$ cat src/rtl/mips_fetch_unit.sv
// Multi-cycle MIPS instruction fetch/sequencing unit: REQ/HOLD handshake with imem, next-PC select.
// Optional fetch timeout fault enabled by defining FETCH_TIMEOUT_EN.
module mips_fetch_unit #(
  parameter logic [31:0] RESET_PC = 32'h0000_0000,
  parameter int unsigned TIMEOUT  = 16
) (
  input  logic        clk,
  input  logic        reset,
  output logic        imem_req_out,
  output logic [31:0] imem_addr_out,
  input  logic        imem_ack_in,
  input  logic [31:0] imem_data_in,
  output logic        instr_valid_out,
  output logic [31:0] instr_out,
  output logic [5:0]  op_out,
  output logic [5:0]  func_out,
  input  logic        instr_ready_in,
  input  logic        branch_in,
  input  logic        jump_in,
  input  logic        zero_in,
  output logic [31:0] pc_out,
  output logic [31:0] pc_plus4_out,
  output logic [31:0] retired_count_out,
  output logic        fault_out
);

  typedef enum logic [1:0] {S_REQ, S_HOLD, S_FAULT} state_t;

  state_t      r_state;
  logic        r_req;
  logic        r_valid;
  logic [31:0] r_pc;
  logic [31:0] r_instr;
  logic [31:0] r_retired;
  logic [31:0] w_pc_plus4;

  function automatic logic [31:0] branch_target(input logic [31:0] pc4, input logic [15:0] imm);
    logic signed [31:0] off;
    off = {{14{imm[15]}}, imm, 2'b00};
    return pc4 + $unsigned(off);
  endfunction

  function automatic logic [31:0] next_pc(input logic [31:0] pc4, input logic [31:0] instr,
                                          input logic jump, input logic branch, input logic zero);
    if (jump)
      return {pc4[31:28], instr[25:0], 2'b00};
    else if (branch && zero)
      return branch_target(pc4, instr[15:0]);
    else
      return pc4;
  endfunction

  assign w_pc_plus4 = r_pc + 32'd4;

`ifdef FETCH_TIMEOUT_EN
  logic [31:0] r_wait;
  logic        r_fault;
  assign fault_out = r_fault;
`else
  assign fault_out = 1'b0;
`endif

  // r_req is low for the first REQ cycle after reset, so an ack arriving then is discarded.
  always_ff @(posedge clk) begin
    if (reset) begin
      r_state   <= S_REQ;
      r_req     <= 1'b0;
      r_valid   <= 1'b0;
      r_pc      <= RESET_PC;
      r_instr   <= 32'd0;
      r_retired <= 32'd0;
`ifdef FETCH_TIMEOUT_EN
      r_wait    <= 32'd0;
      r_fault   <= 1'b0;
`endif
    end else begin
      case (r_state)
        S_REQ: begin
          if (r_req && imem_ack_in) begin
            r_instr <= imem_data_in;
            r_valid <= 1'b1;
            r_req   <= 1'b0;
            r_state <= S_HOLD;
`ifdef FETCH_TIMEOUT_EN
          end else if (r_req && (r_wait == TIMEOUT - 1)) begin
            r_req   <= 1'b0;
            r_fault <= 1'b1;
            r_state <= S_FAULT;
`endif
          end else begin
            r_req <= 1'b1;
`ifdef FETCH_TIMEOUT_EN
            if (r_req) r_wait <= r_wait + 32'd1;
`endif
          end
        end
        S_HOLD: begin
          if (instr_ready_in) begin
            r_pc      <= next_pc(w_pc_plus4, r_instr, jump_in, branch_in, zero_in);
            r_retired <= r_retired + 32'd1;
            r_valid   <= 1'b0;
            r_req     <= 1'b1;
            r_state   <= S_REQ;
`ifdef FETCH_TIMEOUT_EN
            r_wait    <= 32'd0;
`endif
          end
        end
        default: begin
          r_req   <= 1'b0;
          r_valid <= 1'b0;
        end
      endcase
    end
  end

  assign imem_req_out      = r_req;
  assign imem_addr_out     = r_pc;
  assign instr_valid_out   = r_valid;
  assign instr_out         = r_instr;
  assign op_out            = r_instr[31:26];
  assign func_out          = r_instr[5:0];
  assign pc_out            = r_pc;
  assign pc_plus4_out      = w_pc_plus4;
  assign retired_count_out = r_retired;

endmodule

$ cat config.mk
export PLATFORM = sky130hd
export DESIGN_NAME = mips_fetch_unit
export DESIGN_NICKNAME = d
export VERILOG_FILES = /design/src/rtl/mips_fetch_unit.sv
export SDC_FILE = /design/constraint.sdc
export NUM_CORES = 1
export LEC_CHECK = 0
export ABC_CLOCK_PERIOD_IN_PS = 4100
export BUFFER_PORTS_ARGS = -buffer_cell sky130_fd_sc_hd__buf_2
export CAP_MARGIN = 10
export CORE_AREA = 2 2 168 88
export DETAILED_ROUTE_END_ITERATION = 8
export DIE_AREA = 0 0 170 90
export GPL_TIMING_DRIVEN = 1
export PLACE_DENSITY = 0.76
export SLEW_MARGIN = 20
export SYNTH_ARGS = -nofsm -noshare
export SYNTH_HDL_FRONTEND = slang
export SYNTH_SLANG_ARGS = --single-unit
$ cat constraint.sdc
create_clock -name clk -period 4.1 [get_ports clk]
set_clock_uncertainty 0.05 [all_clocks]
set_input_delay 0.82 -clock clk [delete_from_list [all_inputs] [get_ports clk]]
set_output_delay 0.82 -clock clk [all_outputs]
set_load 0.01 [all_outputs]
After elaboration in Yosys (flattened, before gate mapping). Cells that the tools add are included.

Bits in registers: 100. Bits in latches: 0. RAM bits: 0. ROM bits: 0. Bits of input ports: 39. Output and inout bits: 175. Logic and storage cells: 31. Memories: 0.

Add/sub/neg operators: 3. Multipliers: 0. Div/mod/pow operators: 0. $lt $le $gt $ge: 0. Eq/ne operators: 3. Shift-type cells: 0. Mux-type cells: 11. Bitwise operators: 0. Reduce and logical (&&, ||, !) cells: 8.

Operators with widths (number): 32-bit two-way mux (2); 32-bit by 1-bit adder with 32-bit output, second input constant (1); 32-bit by 3-bit adder with 32-bit output, second input constant (1); 32-bit adder (1); 2-bit AND reduction (3); 1-bit two-way mux (4); 2-bit two-way mux (2); 2-bit inequality test, second input constant (2); 1-bit case mux with 2 select lines (2); 2-bit case mux with 2 select lines (1); 3-bit AND reduction (1); 2-bit by 1-bit equality test with 1-bit output, second input constant (1); 1-bit logical AND (2); 2-bit logical NOT (1); 2-bit nonzero test (1).

Longest topological paths before layout.
Depth in word-level cells: 4. Mapped depth: 18.

Worst setup path before layout. OpenSTA, ideal clock, no wires.

Path type: reg-to-reg. Start: reg r_pc[2] (netlist: imem_addr_out[2]). End: reg r_pc[31] (netlist: imem_addr_out[31]). Setup time: 0.067 ns. Arrival: 3.743 ns. Data required time: 3.983 ns. Setup slack: 0.240 ns. Stages on the path, launching flop included: 16. Buffers on the path: 0. Clock period less this slack: 3.860 ns. Cells stage by stage: dfxtp_1 -> ha_1 -> nand3_1 -> nor2_2 -> nand3_1 -> or4_4 -> nor2_1 -> xor2_1 -> ha_1 -> a21o_1 -> a211o_1 -> o31ai_2 -> mux2i_1 -> a211o_1 -> a21o_1 -> a21oi_2.

Cells in the longest elaborated chain, start to end: 4.

RTL lines: start, declared (RTL line 32) `logic [31:0] r_pc;`; start signal, assigned (RTL line 99) `r_pc <= next_pc(w_pc_plus4, r_instr, jump_in, branch_in, zero_in);`; 32-bit by 3-bit adder with 32-bit output (RTL line 53) `assign w_pc_plus4 = r_pc + 32'd4;`; named net pc_plus4_out[24] (RTL line 22) `output logic [31:0] pc_plus4_out,`; 32-bit adder (RTL line 40) `return pc4 + $unsigned(off);`; 32-bit two-way mux (RTL line 47) `else if (branch && zero)`; 32-bit two-way mux (RTL line 45) `if (jump)`.

The timed path passes the listed nets, and every way through them passes these cells. A chain may end at the register's enable or synchronous reset.

Worst setup path in the final report.
Start: reg r_pc[3] (netlist: imem_addr_out[3]). End: reg r_pc[29] (netlist: imem_addr_out[29]).

Cells in the longest elaborated chain, start to end: 4.

RTL lines (RTL line): 32-bit by 3-bit adder with 32-bit output (*) (53); 32-bit adder (40); 32-bit two-way mux (47); 32-bit two-way mux (*) (45).

Every way passes the cells marked *; elsewhere a longest branch is shown, timed or not.

==> flow_metrics.env <==
export IMPL_status="completed"
export IMPL_num_io_pins=214
export IMPL_cts_htree_levels=3
export IMPL_finalHoldViolCount=0
export IMPL_drive_above_1_share_pct=29.4
export IMPL_routed_wl_mm=22.7
export IMPL_critical_path_peak_fanout=6
export IMPL_arrival_ns=4.15
export IMPL_postLayoutCoreUtil_pct=58.8
export IMPL_worst_pin_slew_ns=1.07
export IMPL_setup_viol=0
export IMPL_grt_pass1_wl_mm=34.4
export IMPL_grt_pass1_vias=6161
export IMPL_antenna_found_initial=0
export IMPL_syn_area_sq_mm=0.00675
export IMPL_ys_async_sr_fraction_pct=0
export IMPL_synth_simple_area_share_pct=23.4
export IMPL_ctsHoldBuffers=0
export IMPL_final_common_cell="buf_2"
export IMPL_layout_min_cycle_time_ns=3.96
export IMPL_ff2ff_path_depth=15
export IMPL_yosys_area_top_type="dfxtp_1"
export IMPL_cap_violations=0
export IMPL_min_delay_start="instr_out[29]"
export IMPL_whs_endpoint="instr_out[29]"
export IMPL_drtIter0Drc=716
export IMPL_cts_buffers=9
export IMPL_die_w_um=170
export IMPL_ys_flop_type="dfxtp_1"
export IMPL_cp_end_kind="register"
export IMPL_synth_compound_area_share_pct=21.8
export IMPL_overflow=0
export IMPL_synth_fa_ha_area_share_pct=7.15
export IMPL_synth_top_family_by_area="simple AND/OR/NAND/NOR gates"
export IMPL_ir_drop_v=0.000273
export IMPL_clk_path_buf_depth=2
export IMPL_synth_top_area_share_pct=28.5
export IMPL_syn_inst=871
export IMPL_drc=0
export IMPL_die_height_um=90
export IMPL_crit_start="imem_addr_out[3]"
export IMPL_post_dp_cell_area_sq_mm=0.00778
export IMPL_timing_fmax_ghz=0.253
export IMPL_clk_latency_ns=0.35
export IMPL_fin_crit_sh_pct=96.5
export IMPL_yosysSeqAreaShare_pct=28.5
export IMPL_yosys_warnings=0
export IMPL_p_leak_nw=3.83
export IMPL_r2r_start="imem_addr_out[3]"
export IMPL_syn_area_per_cell_sq_um=7.75
export IMPL_ff2ff_setup_slack_ns=0.14
export IMPL_synthMuxAreaShare_pct=0.593
export IMPL_ys_top_cells_by_area="dfxtp_1, nand2_1, ha_1, a21oi_1, buf_4"
export IMPL_die_area_sq_mm=0.0153
export IMPL_drt_antenna_violating_nets=0
export IMPL_ys_seq_elements=96
export IMPL_num_rows=31
export IMPL_ys_types=79
export IMPL_viasPerCell=5.70
export IMPL_insertedDiodeCount=0
export IMPL_final_cell_mix="buf_2, nand2_1, dfxtp_1"
export IMPL_power_density_mw_per_mm2=261
export IMPL_placeableCoreArea_sq_mm=0.0140
export IMPL_design_area_sq_mm=0.00820
export IMPL_slew_headroom_pct=28.7
export IMPL_timing_setup_tns_ns=0
export IMPL_vias=7044
export IMPL_port_buffers=206
export IMPL_hold_path_class="register to register"
export IMPL_grt_max_degree=84
export IMPL_critPathRequiredTime_ns=4.30
export IMPL_crit_reg2reg_capture="imem_addr_out[29]"
export IMPL_slew_violations=0
export IMPL_cts_tree="yes"
export IMPL_worstSetupStartpointType="register"
export IMPL_fillers=1277
export IMPL_wire_per_inst_um=18.4
export IMPL_synth_edff_count=0
export IMPL_path_class="register to register"
export IMPL_initial_core_util_pct=48.4
export IMPL_synth_xor_xnor_area_share_pct=9.04
export IMPL_clkTransAtPathRegs_ns=0.08
export IMPL_firstDrtPassIters=5
export IMPL_nets=1126
export IMPL_place_hpwl_mm=17.0
export IMPL_grt_usage_pct=28.6
export IMPL_cts_root_buf="clkbuf_16"
export IMPL_syn_to_final_growth_pct=21.5
export IMPL_whs_path_depth=2
export IMPL_gp_congestion=0.951
export IMPL_cts_num_sinks=96
-- critical path: stages (launching register included) --
cell and delay [ns]:
dfxtp_2 0.38, ha_2 0.22, nand3_2 0.13, nor2_4 0.17, nand3_2 0.12, or4_4 0.58
xnor2_1 0.28, ha_1 0.35, a21o_1 0.22, a21oi_1 0.20, o21bai_1 0.10, a21o_1 0.18
a21oi_1 0.13, o21ai_0 0.13, a311o_1 0.37, a311oi_1 0.24
-- worst max-delay path by stage --
stage / endpoint / cells past startpoint
after floorplan: imem_addr_out[31] / 15
after global placement: imem_addr_out[30] / 13
after detailed placement: imem_addr_out[31] / 14
after CTS: imem_addr_out[31] / 17
after global routing: imem_addr_out[30] / 14
final: imem_addr_out[29] / 15
-- layer usage --
layer | routed length, um | share of wire (%) | track usage [%] | up-vias
met5 | 0 | 0 | 0 | -
met4 | 215 | 0.95 | 4.99 | 0
met3 | 2680 | 12 | 8.23 | 21
met2 | 8790 | 39 | 38.8 | 399
met1 | 11000 | 48 | 44.2 | 3233
li1 | - | - | - | 3391
-- Yosys cell counts, types with 15 or more instances --
library cell and count:
nand2_1 130, dfxtp_1 96, a21oi_1 86, nor2_1 74, buf_4 49, ha_1 37, xor2_1 34, xnor2_1 32
clkbuf_1 31, nand3_1 31, o21ai_0 30, inv_1 23, nand4_1 15
-- area by class of cell --
cell class / instances / area, sq um / share of cell area [%]
Clock buffer: 9 / 225 / 2.75
Clock inverter: 7 / 73.8 / 0.900
Inverter: 24 / 90.1 / 1.10
Multi-Input combinational cell: 671 / 4330 / 52.7
Sequential cell: 96 / 1920 / 23.5
Tap cell: 181 / 226 / 2.76
Timing Repair Buffer: 247 / 1340 / 16.3
-- sequential cells by signal, indices dropped and copies added (netlist names) --
signal             count
imem_addr_out         30
imem_req_out           1
instr_out             32
instr_valid_out        1
retired_count_out     32
-- power by group --
group	switching, mW	total, mW	internal, mW
registers	0.0302	0.985	0.955
logic	0.195	0.309	0.113
clock network	0.419	0.850	0.432
-- cell families after synthesis --
logic type | count (synthesis)
AND/OR/NAND/NOR | 330
AO/OA/AOI/OAI | 224
buffers and inverters | 110
flip-flops | 96
XOR/XNOR | 68
adder cells (fa/ha/maj) | 38
multiplexers | 4
other | 1
-- stage by stage --
step	power [mW]	setup WS, ns	hold WS (ns)	instances
3_5_place_dp	1.31	0.00652	0.407	1218
3_3_place_gp	1.30	0.261	0.400	1218
5_1_grt	2.23	-0.0410	0.432	1235
2_1_floorplan	1.20	0.240	0.438	877
4_1_cts	2.15	0.0136	0.418	1234
6_report	2.14	0.142	0.417	1235
-- what timing repair did --
item / CTS / global route
pin swaps: 0 / 4
setup endpoints to repair: 1 / 9
resized for setup: 1 / 24
buffers inserted: 0 / 1
(Power assumes the default switching activity.)
